`config.mk`:
```
export PLATFORM = sky130hd
export DESIGN_NAME = word_serializer_param
export DESIGN_NICKNAME = d
export VERILOG_FILES = /design/src/rtl/word_serializer_param.sv
export SDC_FILE = /design/constraint.sdc
export NUM_CORES = 1
export LEC_CHECK = 0
export ABC_CLOCK_PERIOD_IN_PS = 2950
export CORE_ASPECT_RATIO = 1.75
export CORE_MARGIN = 4
export CORE_UTILIZATION = 25
export CTS_BUF_LIST = sky130_fd_sc_hd__clkbuf_2 sky130_fd_sc_hd__clkbuf_4 sky130_fd_sc_hd__clkbuf_8
export DETAILED_ROUTE_END_ITERATION = 16
export GPL_TIMING_DRIVEN = 0
export PLACE_DENSITY = 0.46
export SLEW_MARGIN = 15
export SYNTH_ARGS = -nofsm -noshare
export SYNTH_HDL_FRONTEND = slang
export SYNTH_SLANG_ARGS = --single-unit
export TNS_END_PERCENT = 50
```
`constraint.sdc`:
```
create_clock -name clk_4f -period 2.95 [get_ports clk_4f]
set_input_delay 0.295 -clock clk_4f [delete_from_list [all_inputs] [get_ports clk_4f]]
set_output_delay 0.295 -clock clk_4f [all_outputs]
set_load 0.1 [all_outputs]
```
`src/rtl/word_serializer_param.sv`:
```
// Buffers WORD_W-bit words in a small FIFO and streams them out as WORD_W/LANE_W lanes.
// Optional macro IDLE_COM_EN: Data_out carries IDLE_SYM instead of zero whenever valid_out is low.
module word_serializer_param #(
    parameter int unsigned WORD_W     = 32,
    parameter int unsigned LANE_W     = 8,
    parameter int unsigned FIFO_DEPTH = 4,
    parameter bit          MSB_FIRST  = 1'b1,
    parameter logic [7:0]  IDLE_SYM   = 8'hBC
) (
    input  logic                        clk_4f,
    input  logic                        reset,
    input  logic                        valid_in,
    input  logic [WORD_W-1:0]           Data_in,
    output logic                        ready_in,
    output logic                        valid_out,
    output logic [LANE_W-1:0]           Data_out,
    output logic                        sop_out,
    output logic                        overflow,
    output logic [$clog2(FIFO_DEPTH):0] fifo_count
);

    localparam int unsigned N    = WORD_W / LANE_W;
    localparam int unsigned PtrW = $clog2(FIFO_DEPTH);
    localparam int unsigned CntW = PtrW + 1;
    localparam int unsigned IdxW = (N > 1) ? $clog2(N) : 1;
    localparam logic [IdxW-1:0] LastIdx = IdxW'(N - 1);
    localparam logic [CntW-1:0] Depth   = CntW'(FIFO_DEPTH);
`ifdef IDLE_COM_EN
    localparam logic [LANE_W-1:0] IdleLane = LANE_W'(IDLE_SYM);
`else
    localparam logic [LANE_W-1:0] IdleLane = '0;
`endif

    typedef enum logic [0:0] {StIdle, StShift} state_e;

    state_e            state_q, state_d;
    logic [WORD_W-1:0] mem [FIFO_DEPTH];
    logic [PtrW-1:0]   wr_ptr_q, rd_ptr_q;
    logic [CntW-1:0]   count_q;
    logic [IdxW-1:0]   lane_q, lane_d;
    logic [WORD_W-1:0] sreg_q, sreg_d;
    logic [LANE_W-1:0] dout_q, dout_d;
    logic              valid_q, valid_d;
    logic              sop_q, sop_d;
    logic              ovf_q;
    logic              full, empty, wr_en, load;
    logic [WORD_W-1:0] head;

    // The shift register always holds the not-yet-emitted lanes at its leading end.
    function automatic logic [LANE_W-1:0] first_lane(input logic [WORD_W-1:0] w);
        if (MSB_FIRST) return w[WORD_W-1 -: LANE_W];
        else           return w[LANE_W-1:0];
    endfunction

    function automatic logic [WORD_W-1:0] drop_lane(input logic [WORD_W-1:0] w);
        if (MSB_FIRST) return w << LANE_W;
        else           return w >> LANE_W;
    endfunction

    assign full  = (count_q == Depth);
    assign empty = (count_q == '0);
    assign wr_en = valid_in && !full;
    assign head  = mem[rd_ptr_q];
    assign load  = ((state_q == StIdle) || (lane_q == LastIdx)) && !empty;

    always_comb begin
        state_d = state_q;
        lane_d  = lane_q;
        sreg_d  = sreg_q;
        dout_d  = IdleLane;
        valid_d = 1'b0;
        sop_d   = 1'b0;
        if (load) begin
            state_d = StShift;
            lane_d  = '0;
            sreg_d  = drop_lane(head);
            dout_d  = first_lane(head);
            valid_d = 1'b1;
            sop_d   = 1'b1;
        end else if ((state_q == StShift) && (lane_q != LastIdx)) begin
            lane_d  = lane_q + IdxW'(1);
            sreg_d  = drop_lane(sreg_q);
            dout_d  = first_lane(sreg_q);
            valid_d = 1'b1;
        end else begin
            state_d = StIdle;
        end
    end

    always_ff @(posedge clk_4f) begin
        if (!reset) begin
            state_q  <= StIdle;
            wr_ptr_q <= '0;
            rd_ptr_q <= '0;
            count_q  <= '0;
            lane_q   <= '0;
            sreg_q   <= '0;
            dout_q   <= IdleLane;
            valid_q  <= 1'b0;
            sop_q    <= 1'b0;
            ovf_q    <= 1'b0;
        end else begin
            state_q <= state_d;
            lane_q  <= lane_d;
            sreg_q  <= sreg_d;
            dout_q  <= dout_d;
            valid_q <= valid_d;
            sop_q   <= sop_d;
            if (wr_en) wr_ptr_q <= wr_ptr_q + PtrW'(1);
            if (load)  rd_ptr_q <= rd_ptr_q + PtrW'(1);
            case ({wr_en, load})
                2'b10:   count_q <= count_q + CntW'(1);
                2'b01:   count_q <= count_q - CntW'(1);
                default: count_q <= count_q;
            endcase
            if (valid_in && full) ovf_q <= 1'b1;
        end
    end

    // Storage is not reset; pointers and count alone define validity.
    always_ff @(posedge clk_4f) begin
        if (wr_en) mem[wr_ptr_q] <= Data_in;
    end

    assign ready_in   = !full;
    assign valid_out  = valid_q;
    assign Data_out   = dout_q;
    assign sop_out    = sop_q;
    assign overflow   = ovf_q;
    assign fifo_count = count_q;

endmodule

```
# ---- Yosys cells after proc, flatten, opt, wreduce, memory -nomap -nowiden
# Memories as Yosys holds them, arrays and structs flattened. A register that Yosys moved wholly into a read port is not among the register bits.
# Index checks and enable logic that the tools add are counted.
dict set report word_totals {
  ff_bits 45
  ram_bits 128
  in_bits 35
  output_inout_bits 15
  wordCells 49
  memories 1
}
dict set report classes {
  n_addsub 5
  eq_ne 6
  muxes 14
  bitwise 2
  n_reduce_logical 11
}
# memory words width read_ports rd_ports_with_merged_regs write_ports line
set mem_list {}
lappend mem_list {mem 4 32 1 1 1 37} ;# logic [WORD_W-1:0] mem [FIFO_DEPTH];
# operator count
set ops {}
lappend ops {{$mux W32} 2}
lappend ops {{$mux W8} 2}
lappend ops {{$mux W1} 7}
lappend ops {{$add A2 B1 Y2 const B} 3}
lappend ops {{$pmux W3 S2} 1}
lappend ops {{$eq A2 B2 Y1 const B} 2}
lappend ops {{$logic_and A1 B1 Y1} 4}
lappend ops {{$mux W2} 2}
lappend ops {{$ne A2 B2 Y1 const B} 2}
lappend ops {{$reduce_bool A2 Y1} 2}
lappend ops {{$add A3 B1 Y3 const B} 1}
lappend ops {{$eq A3 B3 Y1 const B} 1}
lappend ops {{$logic_not A3 Y1} 1}
lappend ops {{$sub A3 B1 Y3 const B} 1}
lappend ops {{$eq A2 B1 Y1 const B} 1}
lappend ops {{$logic_not A1 Y1} 2}
lappend ops {{$not A1 Y1} 2}
lappend ops {{$reduce_or A2 Y1} 1}
lappend ops {{$logic_or A1 B1 Y1} 1}

# ---- Logic depth before layout (Yosys ltp)
# Gate-level depths: netlist of the first run.
dict set report depth {
  word_depth 5
  depth_mapped 11
  depth_no_buf 9
}

# ---- Least setup slack after synthesis of the first run
# OpenSTA, ideal clock, no wires.
dict set report synth_timing {
  kind {register -> register}
  start {register count_q[2] (netlist: fifo_count[2])}
  end {register count_q[2] (netlist: fifo_count[2])}
  arrival_time_ns 3.028
  setup_slack_ns -0.149
  stages_incl_launch_ff 10
  n_path_buf 1
  synth_period_minus_slack_ns 3.099
  path_cell_list {dfxtp_1 or3b_1 buf_2 nand2_1 ha_1 inv_1 fa_1 xor2_1 or3_1 a21oi_1}
}
dict set report synth_between {
  elab_chain_cells 5
  word_cells_on_any_way 12
}
# item line
set synth_lines {}
lappend synth_lines {{start: declaration} 39} ;# logic [CntW-1:0] count_q;
lappend synth_lines {{start signal: assignment} 112} ;# 2'b10: count_q <= count_q + CntW'(1);
lappend synth_lines {{start signal: assignment} 113} ;# 2'b01: count_q <= count_q - CntW'(1);
lappend synth_lines {{start signal: assignment} 114} ;# default: count_q <= count_q;
lappend synth_lines {{$eq A3 B3 Y1 *} 60} ;# assign full = (count_q == Depth);
lappend synth_lines {{$logic_not A1 Y1 *} -}
lappend synth_lines {{via ready_in} 14} ;# output logic ready_in,
lappend synth_lines {{$logic_and A1 B1 Y1 *} 62} ;# assign wr_en = valid_in && !full;
lappend synth_lines {{$eq A2 B1 Y1 or $eq A2 B2 Y1 (tied branches)} 111} ;# case ({wr_en, load})
lappend synth_lines {{$pmux W3 S2 or $reduce_bool A2 Y1 (tied branches)} -}
# The timed path passes the listed nets; every way through them passes the cells marked *.
# A chain may end at the register's enable or synchronous reset.

# ---- Final worst setup path of the first run
dict set report layout_timing {
  start {register lane_q[0]}
  end {register count_q[2] (netlist: fifo_count[2])}
}
dict set report layout_between {
  elab_chain_cells 5
  word_cells_on_any_way 7
}
# item line
set layout_lines {}
lappend layout_lines {{start: declaration} 40} ;# logic [IdxW-1:0] lane_q, lane_d;
lappend layout_lines {{start signal: assignment} 104} ;# lane_q <= lane_d;
lappend layout_lines {{$eq A2 B2 Y1 *} 64} ;# assign load = ((state_q == StIdle) || (lane_q == LastIdx)) && !empty;
lappend layout_lines {{$logic_or A1 B1 Y1 *} 64}
lappend layout_lines {{$logic_and A1 B1 Y1 *} 64}
lappend layout_lines {{via load} 46} ;# logic full, empty, wr_en, load;
lappend layout_lines {{$eq A2 B1 Y1 or $eq A2 B2 Y1 (tied branches)} 111}
lappend layout_lines {{$pmux W3 S2 or $reduce_bool A2 Y1 (tied branches)} -}
# Marked as above.

==> results of run 1 <==
## area by class of cell
cell class	instances	area, um2	share of cell area (%)
inverters	6	22.52	0.2895
diodes	1	2.502	0.03216
clock inverters	11	115.1	1.480
clock buffers	21	270.3	3.474
well taps	316	395.4	5.082
flip-flops and latches	175	4786	61.51
plain buffers	23	118.9	1.528
multi-input cells	165	1559	20.04
repair buffers	49	510.5	6.562
## sequential cells by signal, summed over array words and instances (netlist names), named ones only
register,count
mem,128
Data_out,8
rd_ptr_q,2
lane_q,2
wr_ptr_q,2
sreg_q,24
fifo_count,3
overflow,1
state_q,1
valid_out,1
sop_out,1
## metal layers
| metal | routed length [um] | vias up | share of wire, % | global-route usage [%] |
|---|---|---|---|---|
| met5 | 0 | - | 0 | 0 |
| met4 | 368 | 0 | 2.6 | 4.866 |
| met3 | 481 | 20 | 3.4 | 2.847 |
| met2 | 7948 | 67 | 57 | 18.49 |
| met1 | 5240 | 1739 | 37 | 10.71 |
| li1 | - | 1587 | - | - |
## worst max-delay path by stage
stage	endpoint	slack, ns	depth (start not counted)
finish	fifo_count[2]	0.22	11
floorplan	mem[2][0]	-0.09	3
global placement	mem[2][27]	0.13	3
detailed placement	fifo_count[2]	0.20	11
global route	fifo_count[2]	0.04	11
CTS	fifo_count[2]	0.19	11
## Yosys cell counts
| library cell | number |
|---|---|
| mux2i_1 | 1 |
| xor2_1 | 2 |
| nor3_4 | 2 |
| and3_1 | 4 |
| inv_2 | 1 |
| or3b_1 | 1 |
| nor3_2 | 1 |
| nand2b_1 | 3 |
| buf_4 | 1 |
| nand2_1 | 19 |
| edfxtp_1 | 128 |
| clkbuf_1 | 7 |
| a41oi_1 | 1 |
| fa_1 | 1 |
| a21o_1 | 2 |
| mux4_2 | 32 |
| inv_1 | 5 |
| buf_2 | 11 |
| a32o_1 | 8 |
| buf_6 | 2 |
| a22o_1 | 8 |
| a21oi_1 | 42 |
| nor2_1 | 5 |
| or3_1 | 3 |
| buf_1 | 2 |
| ha_1 | 6 |
| nand3_1 | 5 |
| and2b_1 | 1 |
| o21ai_0 | 18 |
| dfxtp_1 | 47 |
## through the flow
stage | cells | area [um2] | util (%)
after global routing | 767 | 7780 | 30.59
after detailed placement | 734 | 7392 | 29.06
after global placement | 732 | 7350 | 28.90
after floorplan | 369 | 6484 | -
final | 767 | 7780 | 30.59
after CTS | 766 | 7777 | 30.58
## cells by family (layout without fill, tap and decap cells)
group,after synthesis,in the layout,synth area share [%]
flip-flops,175,175,73.84
XOR/XNOR,2,2,0.2704
multiplexers,33,33,11.28
other,0,1,0
adder cells (fa/ha/maj),7,7,1.467
buffers and inverters,29,110,2.182
AO/OA/AOI/OAI,79,79,7.318
AND/OR/NAND/NOR,44,44,3.649
## critical path, delay by kind of cell (launching register included)
kind                     cells  cell delay, ns
AND/OR/NAND/NOR              3            0.76
AO/OA/AOI/OAI                1            0.14
buffers and inverters        3            0.48
XOR/XNOR                     1            0.15
adder cells (fa/ha/maj)      3            0.75
flip-flops                   1            0.36
## power by group through the flow
stage / combinational, uW / clock [uW] / sequential [uW]
after floorplan: 1410 / 0 / 3730
after global placement: 2600 / 0 / 3280
after detailed placement: 2640 / 0 / 3290
after CTS: 2640 / 1680 / 3240
after global routing: 2770 / 1770 / 3280
final: 2560 / 1630 / 3240
==> impl_metrics.csv, run 1 <==
group,metric,value,unit
status,status,"finished clean",
timing,finalHoldViolations,0,
timing,worst_slew_pin_slew,0.9763,ns
timing,slew-limit-headroom,34.71,%
critical_path,path_cells,"ha_1 > and2b_1 > buf_2 > buf_2 > nor2_1 > ha_1 > inv_1 > fa_1 > xor2_1 > or3_1 > a21oi_1",
clocking,ctsHtreeMaxLevel,4,
global_routing,grt-ovfl-total,0,
floorplanning,ios,50,
timing,clock.fmax,366.0,MHz
clocking,clock_sinks,175,
placement,hpwl,9703,um
pwr,clkPwrFrac,21.9,%
timing,setup_ws,0.2179,ns
route,wl_per_cell,18.30,um
clocking,clockBufferDepth,2,
timing,timing.hold.ws,0.2194,ns
route,drc_errors,0,
timing,fin_skew,0.01487,ns
global_routing,track_usage,10.24,%
timing,layout_min_cycle_time,2.732,ns
critical_path,r2r_slack,0.22,ns
synth,synth_nets,411,
synth,yosysUniqueCellTypes,30,
pwr,internal_power,4775,uW
pwr,finalPower,7430,uW
synth,yosysTopAreaCell,"edfxtp_1",
clocking,cts_tree,"yes",
synth,ys_seq_area_share,73.84,%
critical_path,crit_type,"flop to flop",
critical_path,r2r_start,"lane_q[0]",
synth,ys_seq_elements,175,
critical_path,crit_path_max_incr_delay,0.37,ns
floorplanning,die_h,221.0,um
cells_and_area,final.fill_count,2506,
timing,report.final.slew_viol_count,0,
synth,ys_top_cells_by_area,"edfxtp_1 59%, dfxtp_1 15%, mux4_2 11%",
floorplanning,core,25430,um2
cells_and_area,drive_above_1_share,19.78,%
clocking,postCtsHoldBufs,0,
pwr,p_comb_share,34.5,%
synth,syn-instance-count,369,
clocking,cts-root-buf,"clkbuf_8",
critical_path,cp-start-kind,"flop",
placement,routabilityCongestion,0.7373,
pwr,p_leak,0.002525,uW
min_path,hold_path_startpoint,"reset",
floorplanning,initial_core_util,25.48,%
critical_path,worstSetupEndpointType,"flop",
cells_and_area,nets,479,
flow_run,drv_cap,0,
cells_and_area,final_cell_mix,"128 x edfxtp_1, 47 x clkdlybuf4s50_1, 46 x dfxtp_1",
floorplanning,rows,77,
placement,io_buffers,47,
placement,pre_cts_ws,0.2044,ns
timing,rsz0062_at_grt,"no",
min_path,hold_path.class,"input port to flop",
route,vias,3413,
global_routing,grt_pass1_wl,21400,um
timing,setup_viol,0,
synth,avgSynthCellArea,17.56,um2
clocking,postCtsSetupBuffers,0,
clocking,cts_buffers,17,
clocking,clkLatencyLatePin,0.47,ns
timing,tns,0,ns
global_routing,grt_pass1_vias,3669,
critical_path,reg2reg_depth,11,
route,ant_nets,0,
route,firstDrtPassIters,5,
min_path,holdPathStages,3,
route,wirelength,14040,um
pwr,cellPowerDensity,955.1,nW/um2
global_routing,grt_max_degree,33,
route,avgViaCountPerCell,4.450,
critical_path,timing.critical_path.slowest_stage_cell,"fa_1",
synth,ys_warn_count,0,
synth,yosysTopAreaCellShare,59.32,%
pwr,seqPwrFrac,43.6,%
pwr,irDropWorstVdd,0.3978,mV
critical_path,worst_ep_arrival_time,3.13,ns
critical_path,cp-startpoint,"lane_q[0]",
critical_path,cp_max_fo,10,
global_routing,antenna_found_initial,1,
pwr,net-switching-power,2656,uW
route,dr.first_iter.drc_count,199,
cells_and_area,final_common_cell,"edfxtp_1",
timing,period_share,92.61,%
clocking,cts_resized,0,
pwr,switching_share,35.74,%
cells_and_area,syn_to_final_growth,20.06,%
clocking,clk_pin_slew_worst_paths,0.09,ns
synth,synth_area,6480,um2
floorplanning,die-width,129.7,um
floorplanning,die-area,28660,um2
critical_path,regToRegEndpoint,"fifo_count[2]",
critical_path,critical_path_required,3.35,ns
Power figures use the tool's default switching activity.
==> run 2: changes to the inputs <==
ABC_CLOCK_PERIOD_IN_PS = 2520   (was 2950)
CORE_ASPECT_RATIO = 1.2   (was 1.75)
REMOVE_ABC_BUFFERS = 1   (was default)
clock period = 2.52 ns   (was 2.95 ns; I/O delays follow)
==> run 2 against run 1 <==
  * Clock power up 19%
  * Combinational power up 9.8%
  * Largest power group unchanged
  * Highest routed layer unchanged
  * Final area up 0.68%
==> impl_metrics.csv, run 2 (synthesis gave the netlist of run 1 again) <==
group,metric,value,unit
floorplanning,rows,64,
cells_and_area,n_antenna_cell,0,
pwr,finalPower,8721,uW
clocking,clock_sinks,175,
critical_path,crit_path_max_incr_delay,1.19,ns
cells_and_area,nets,464,
clocking,clockBufferDepth,2,
placement,io_buffers,49,
pwr,net-switching-power,3102,uW
floorplanning,die-area,28570,um2
timing,report.final.slew_viol_count,0,
clocking,clk_pin_slew_worst_paths,0.09,ns
cells_and_area,drive_above_1_share,19.31,%
pwr,seqPwrFrac,45.5,%
cells_and_area,final_cell_mix,"128 x edfxtp_1, 48 x clkdlybuf4s50_1, 45 x dfxtp_1",
global_routing,grt_pass1_wl,21760,um
floorplanning,die_h,184.4,um
clocking,ctsHtreeMaxLevel,4,
clocking,cts_buffers,17,
pwr,switching_share,35.57,%
floorplanning,initial_core_util,25.37,%
global_routing,grt_pass1_vias,3656,
global_routing,grt_max_degree,33,
placement,hpwl,8224,um
timing,layout_min_cycle_time,2.368,ns
status,status,"finished clean",
critical_path,cp-start-kind,"flop",
critical_path,worstSetupEndpointType,"output pin",
timing,slew-limit-headroom,24.03,%
critical_path,timing.critical_path.slowest_stage_cell,"clkdlybuf4s50_1",
clocking,clkLatencyLatePin,0.45,ns
timing,period_share,93.96,%
floorplanning,die-width,155.0,um
pwr,clkPwrFrac,22.2,%
cells_and_area,regMostFlops,"mem",
global_routing,grt-ovfl-total,0,
pwr,cellPowerDensity,1113,nW/um2
route,dr.first_iter.drc_count,190,
critical_path,path_cells,"clkdlybuf4s50_1",
floorplanning,core,25540,um2
critical_path,worst_ep_arrival_time,2.12,ns
critical_path,crit_type,"flop to output pin",
route,vias,3402,
timing,worst_slew_pin_slew,1.136,ns
critical_path,cp_top_family,"buffers and inverters",
clocking,cts_tree,"yes",
cells_and_area,syn_to_final_growth,20.87,%
min_path,hold_path.class,"input port to flop",
clocking,postCtsHoldBufs,0,
global_routing,track_usage,10.26,%
floorplanning,ios,50,
pwr,p_comb_share,32.3,%
route,wirelength,14000,um
pwr,internal_power,5619,uW
cells_and_area,final_common_cell,"edfxtp_1",
timing,timing.hold.ws,0.4367,ns
timing,finalHoldViolations,0,
timing,setup_viol,0,
cells_and_area,fin_cells,765,
critical_path,cp_max_fo,7,
critical_path,critical_path_required,2.27,ns
placement,dpl.cell_count,731,
flow_run,drv_cap,0,
route,avgViaCountPerCell,4.447,
cells_and_area,largest_register_ffs,128,
placement,routabilityCongestion,0.6380,
clocking,cts-root-buf,"clkbuf_8",
global_routing,antenna_found_initial,0,
route,ant_nets,0,
pwr,p_leak,0.002497,uW
timing,rsz0062_at_grt,"no",
route,wl_per_cell,18.30,um
route,drc_errors,0,
timing,fin_skew,0.01051,ns
critical_path,path_buf_inv,1,
pwr,irDropWorstVdd,0.5195,mV
timing,clock.fmax,422.3,MHz
route,firstDrtPassIters,4,
[run 2: cell types whose count changed in the layout (fill, tap and decap cells not counted), moves of 3 or more]
cell        change
buf_12          +4
clkbuf_1        -7
buf_2          -11
clkinv_2        -3
clkinvlp_4      +3
[run 2: power by group through the flow]
| stage | registers, uW | logic (uW) | clock network, uW |
|---|---|---|---|
| global route | 4060 | 3050 | 2160 |
| global placement | 4070 | 2690 | 0 |
| floorplan | 4510 | 1380 | 0 |
| finish | 3970 | 2810 | 1940 |
| CTS | 4000 | 2860 | 2020 |
| detailed placement | 4060 | 2820 | 0 |
[run 2: path summary, 6_finish.rpt]
kind            startpoint            end  slack, ns  cells after the start
max reg2reg  fifo_count[2]  fifo_count[2]       0.19                      8
min reg2reg     sreg_q[13]     sreg_q[13]       0.48                      1
min             Data_in[6]      mem[1][6]       0.44                      1
max          fifo_count[2]  fifo_count[2]       0.15                      1
[run 2: metal layers]
| metal | routed length [um] | part of all wire, % | GRT usage, % | vias to the layer above |
|---|---|---|---|---|
| met5 | 0 | 0 | 0 | - |
| met2 | 7083 | 51 | 16.94 | 72 |
| met4 | 127 | 0.91 | 3.534 | 0 |
| met3 | 526 | 3.8 | 2.818 | 10 |
| met1 | 6260 | 45 | 13.05 | 1765 |
| li1 | - | - | - | 1555 |
[run 2: what timing repair did]
| action | 4_1_cts | 5_1_grt |
|---|---|---|
| resized for setup | 1 | 2 |
| setup endpoints to repair | 18 | 3 |
| hold endpoints to repair | 0 | 0 |
| pin swaps | 1 | 0 |
| buffers inserted | 2 | 0 |
[run 2: area by class of cell]
type,count,area [um2]
timing repair buffer,57,631.9
clock buffer,20,269.0
clock inverter,12,136.4
multi-input combinational,165,1570
inverter,6,22.52
tap,330,412.9
fill,2496,17710
sequential,175,4790
[run 2: stage by stage]
step	setup TNS, ns	cell area (um2)	setup WS [ns]	utilization, %
2_1_floorplan	-105.19	6361	-0.8207	-
3_3_place_gp	-81.75	7264	-0.7747	28.44
3_5_place_dp	-10.19	7397	-0.6470	28.96
4_1_cts	0	7829	0.02610	30.65
5_1_grt	0	7833	0.02140	30.66
6_report	0	7833	0.1523	30.66
[run 2: worst register-to-register path, stage by stage (launching register included)]
cell	delay, ns
dfxtp_1	0.48
or3b_4	0.48
nand2_1	0.10
ha_1	0.18
inv_1	0.06
fa_1	0.37
xor2_1	0.16
or3_1	0.30
a21oi_1	0.14
==> run 3: changes to the inputs <==
ABC_CLOCK_PERIOD_IN_PS = 2000   (was 2520)
PLACE_DENSITY = 0.47   (was 0.46)
clock period = 2 ns   (was 2.52 ns; I/O delays follow)
==> run 3 against run 2 <==
  * The flow now finishes with violations (negative setup slack)
  * Total power grew 31%
  * Critical path depth grew 7
  * Via count grew 1.2%
  * Register-to-register slack lost 0.22 ns
  * Sequential cell count is the same
  * Non-clock buffer count grew 13
  * Final area grew 2.1%
  * Clock power grew 35%
  * Worst hold slack lost 0.066 ns
  * First-iteration DRC count shrank 19%
  * Combinational power grew 37%
  * Highest routed layer unchanged
==> impl_metrics.csv, run 3 (synthesis gave the netlist of run 1 again) <==
group,metric,value,unit
status,violations,"negative setup slack",
cells_and_area,nets,478,
critical_path,r2r_slack,-0.03,ns
global_routing,antenna_found_initial,0,
timing,tns,-0.03048,ns
min_path,hold_path.class,"input port to flop",
cells_and_area,largest_register_ffs,128,
timing,slew-limit-headroom,25.19,%
critical_path,worstSetupEndpointType,"flop",
pwr,switching_share,34.94,%
clocking,clk_pin_slew_worst_paths,0.09,ns
floorplanning,die-width,155.0,um
pwr,clkPwrFrac,22.8,%
cells_and_area,regMostFlops,"mem",
cells_and_area,n_antenna_cell,0,
pwr,internal_power,7433,uW
pwr,p_comb_share,33.7,%
critical_path,worst_ep_arrival_time,2.40,ns
floorplanning,core,25540,um2
critical_path,cp_max_fo,2,
floorplanning,die-area,28570,um2
route,firstDrtPassIters,4,
timing,layout_min_cycle_time,2.030,ns
route,wirelength,14340,um
route,avgViaCountPerCell,4.421,
route,drc_errors,0,
timing,setup_ws,-0.03048,ns
route,vias,3444,
placement,routabilityCongestion,0.6449,
global_routing,grt-ovfl-total,0,
timing,rsz0062_at_grt,"yes",
global_routing,grt_max_degree,33,
clocking,cts_tree,"yes",
clocking,ctsHtreeMaxLevel,4,
floorplanning,rows,64,
status,status,"finished with violations",
cells_and_area,final_cell_mix,"128 x edfxtp_1, 41 x a21oi_1, 40 x dfxtp_1",
pwr,p_leak,0.002631,uW
timing,clock.fmax,492.5,MHz
cells_and_area,final_common_cell,"edfxtp_1",
critical_path,crit_path_max_incr_delay,0.40,ns
floorplanning,ios,50,
clocking,cts_buffers,17,
route,ant_nets,0,
critical_path,critical_path_required,2.36,ns
critical_path,path_cells,"or3b_4 > nand2_2 > ha_4 > inv_1 > fa_2 > xor2_1 > or3_1 > a21oi_2",
floorplanning,die_h,184.4,um
route,wl_per_cell,18.41,um
placement,io_buffers,49,
global_routing,track_usage,10.39,%
timing,report.final.slew_viol_count,0,
placement,hpwl,8235,um
critical_path,crit_type,"flop to flop",
pwr,seqPwrFrac,43.5,%
cells_and_area,drive_above_1_share,25.17,%
clocking,clkLatencyLatePin,0.45,ns
pwr,irDropWorstVdd,0.5881,mV
cells_and_area,syn_to_final_growth,23.44,%
timing,setup_viol,1,
critical_path,cp-start-kind,"flop",
pwr,cellPowerDensity,1428,nW/um2
route,dr.first_iter.drc_count,154,
critical_path,timing.critical_path.slowest_stage_cell,"or3b_4",
global_routing,grt_pass1_vias,3830,
clocking,clock_sinks,175,
timing,finalHoldViolations,0,
global_routing,grt_pass1_wl,22090,um
timing,worst_slew_pin_slew,1.122,ns
clocking,clockBufferDepth,2,
pwr,net-switching-power,3992,uW
timing,fin_skew,0.01471,ns
timing,period_share,101.5,%
clocking,cts-root-buf,"clkbuf_8",
placement,pre_cts_ws,-1.085,ns
flow_run,drv_cap,0,
cells_and_area,final.fill_count,2490,
floorplanning,initial_core_util,25.37,%
## run 3: changes by cell type in the layout (fill, tap and decap cells not counted), sizes merged, moves of 2 or more
cell,change
buf,+14
clkbuf,+6
clkdlybuf4s50,-15
clkinv,-5
clkinvlp,+2
dlygate4sd2,+11
## run 3: timing repair
item                                   4_1_cts  5_1_grt
cloned                                       1        0
pin swaps                                    6        0
hold buffers                                 0        0
setup endpoints to repair                   78        5
endpoints found under the hold margin        0        0
gates resized for setup                     40        6
buffers inserted                            15        0
## run 3: per-stage QoR
step | util [%] | hold WS (ns) | std cells | power [uW] | instance area, um2
2_1_floorplan | - | 0.2989 | 346 | 7419 | 6361
3_3_place_gp | 28.44 | 0.4540 | 725 | 8503 | 7264
6_report | 31.31 | 0.3707 | 779 | 11420 | 7999
4_1_cts | 31.38 | 0.3453 | 779 | 11590 | 8016
5_1_grt | 31.31 | 0.3510 | 779 | 12060 | 7999
3_5_place_dp | 28.99 | 0.4508 | 731 | 8676 | 7405
## run 3: final timing paths
check                              startpoint            end  cells past startpoint
worst max-delay path            fifo_count[1]  fifo_count[2]                      8
worst min-delay path              Data_in[17]     mem[2][17]                      1
worst min register to register    rd_ptr_q[1]           flop                      2
worst max register to register  fifo_count[1]  fifo_count[2]                      8
## run 3: cell type report
| type | count | area (um2) | share of cell area [%] |
|---|---|---|---|
| Inverter | 6 | 22.52 | 0.2816 |
| Tap cell | 330 | 412.9 | 5.162 |
| Multi-Input combinational cell | 166 | 1620 | 20.26 |
| Clock inverter | 9 | 132.6 | 1.658 |
| Clock buffer | 23 | 304.0 | 3.801 |
| Sequential cell | 175 | 4803 | 60.05 |
| Timing Repair Buffer | 70 | 703.2 | 8.791 |
## run 3: critical path, delay by kind of cell (launching register included)
family	cells	cell delay [ns]
buf+inv	1	0.05
compound gates	1	0.12
flops	1	0.35
fa+ha+maj	2	0.47
xor+xnor	1	0.15
simple gates	3	0.82
## run 3: layer usage
layer / part of all wire [%] / track usage [%]
met5: 0 / 0
met4: 0.87 / 3.145
met3: 4.5 / 2.630
met2: 53 / 17.86
met1: 41 / 12.91
## run 3: power groups by stage
stage,clock (uW),combinational (uW),sequential (uW)
5_1_grt,2840,4160,5060
3_5_place_dp,0,3590,5090
3_3_place_gp,0,3340,5160
2_1_floorplan,0,1740,5680
4_1_cts,2680,3930,4990
6_report,2610,3850,4960
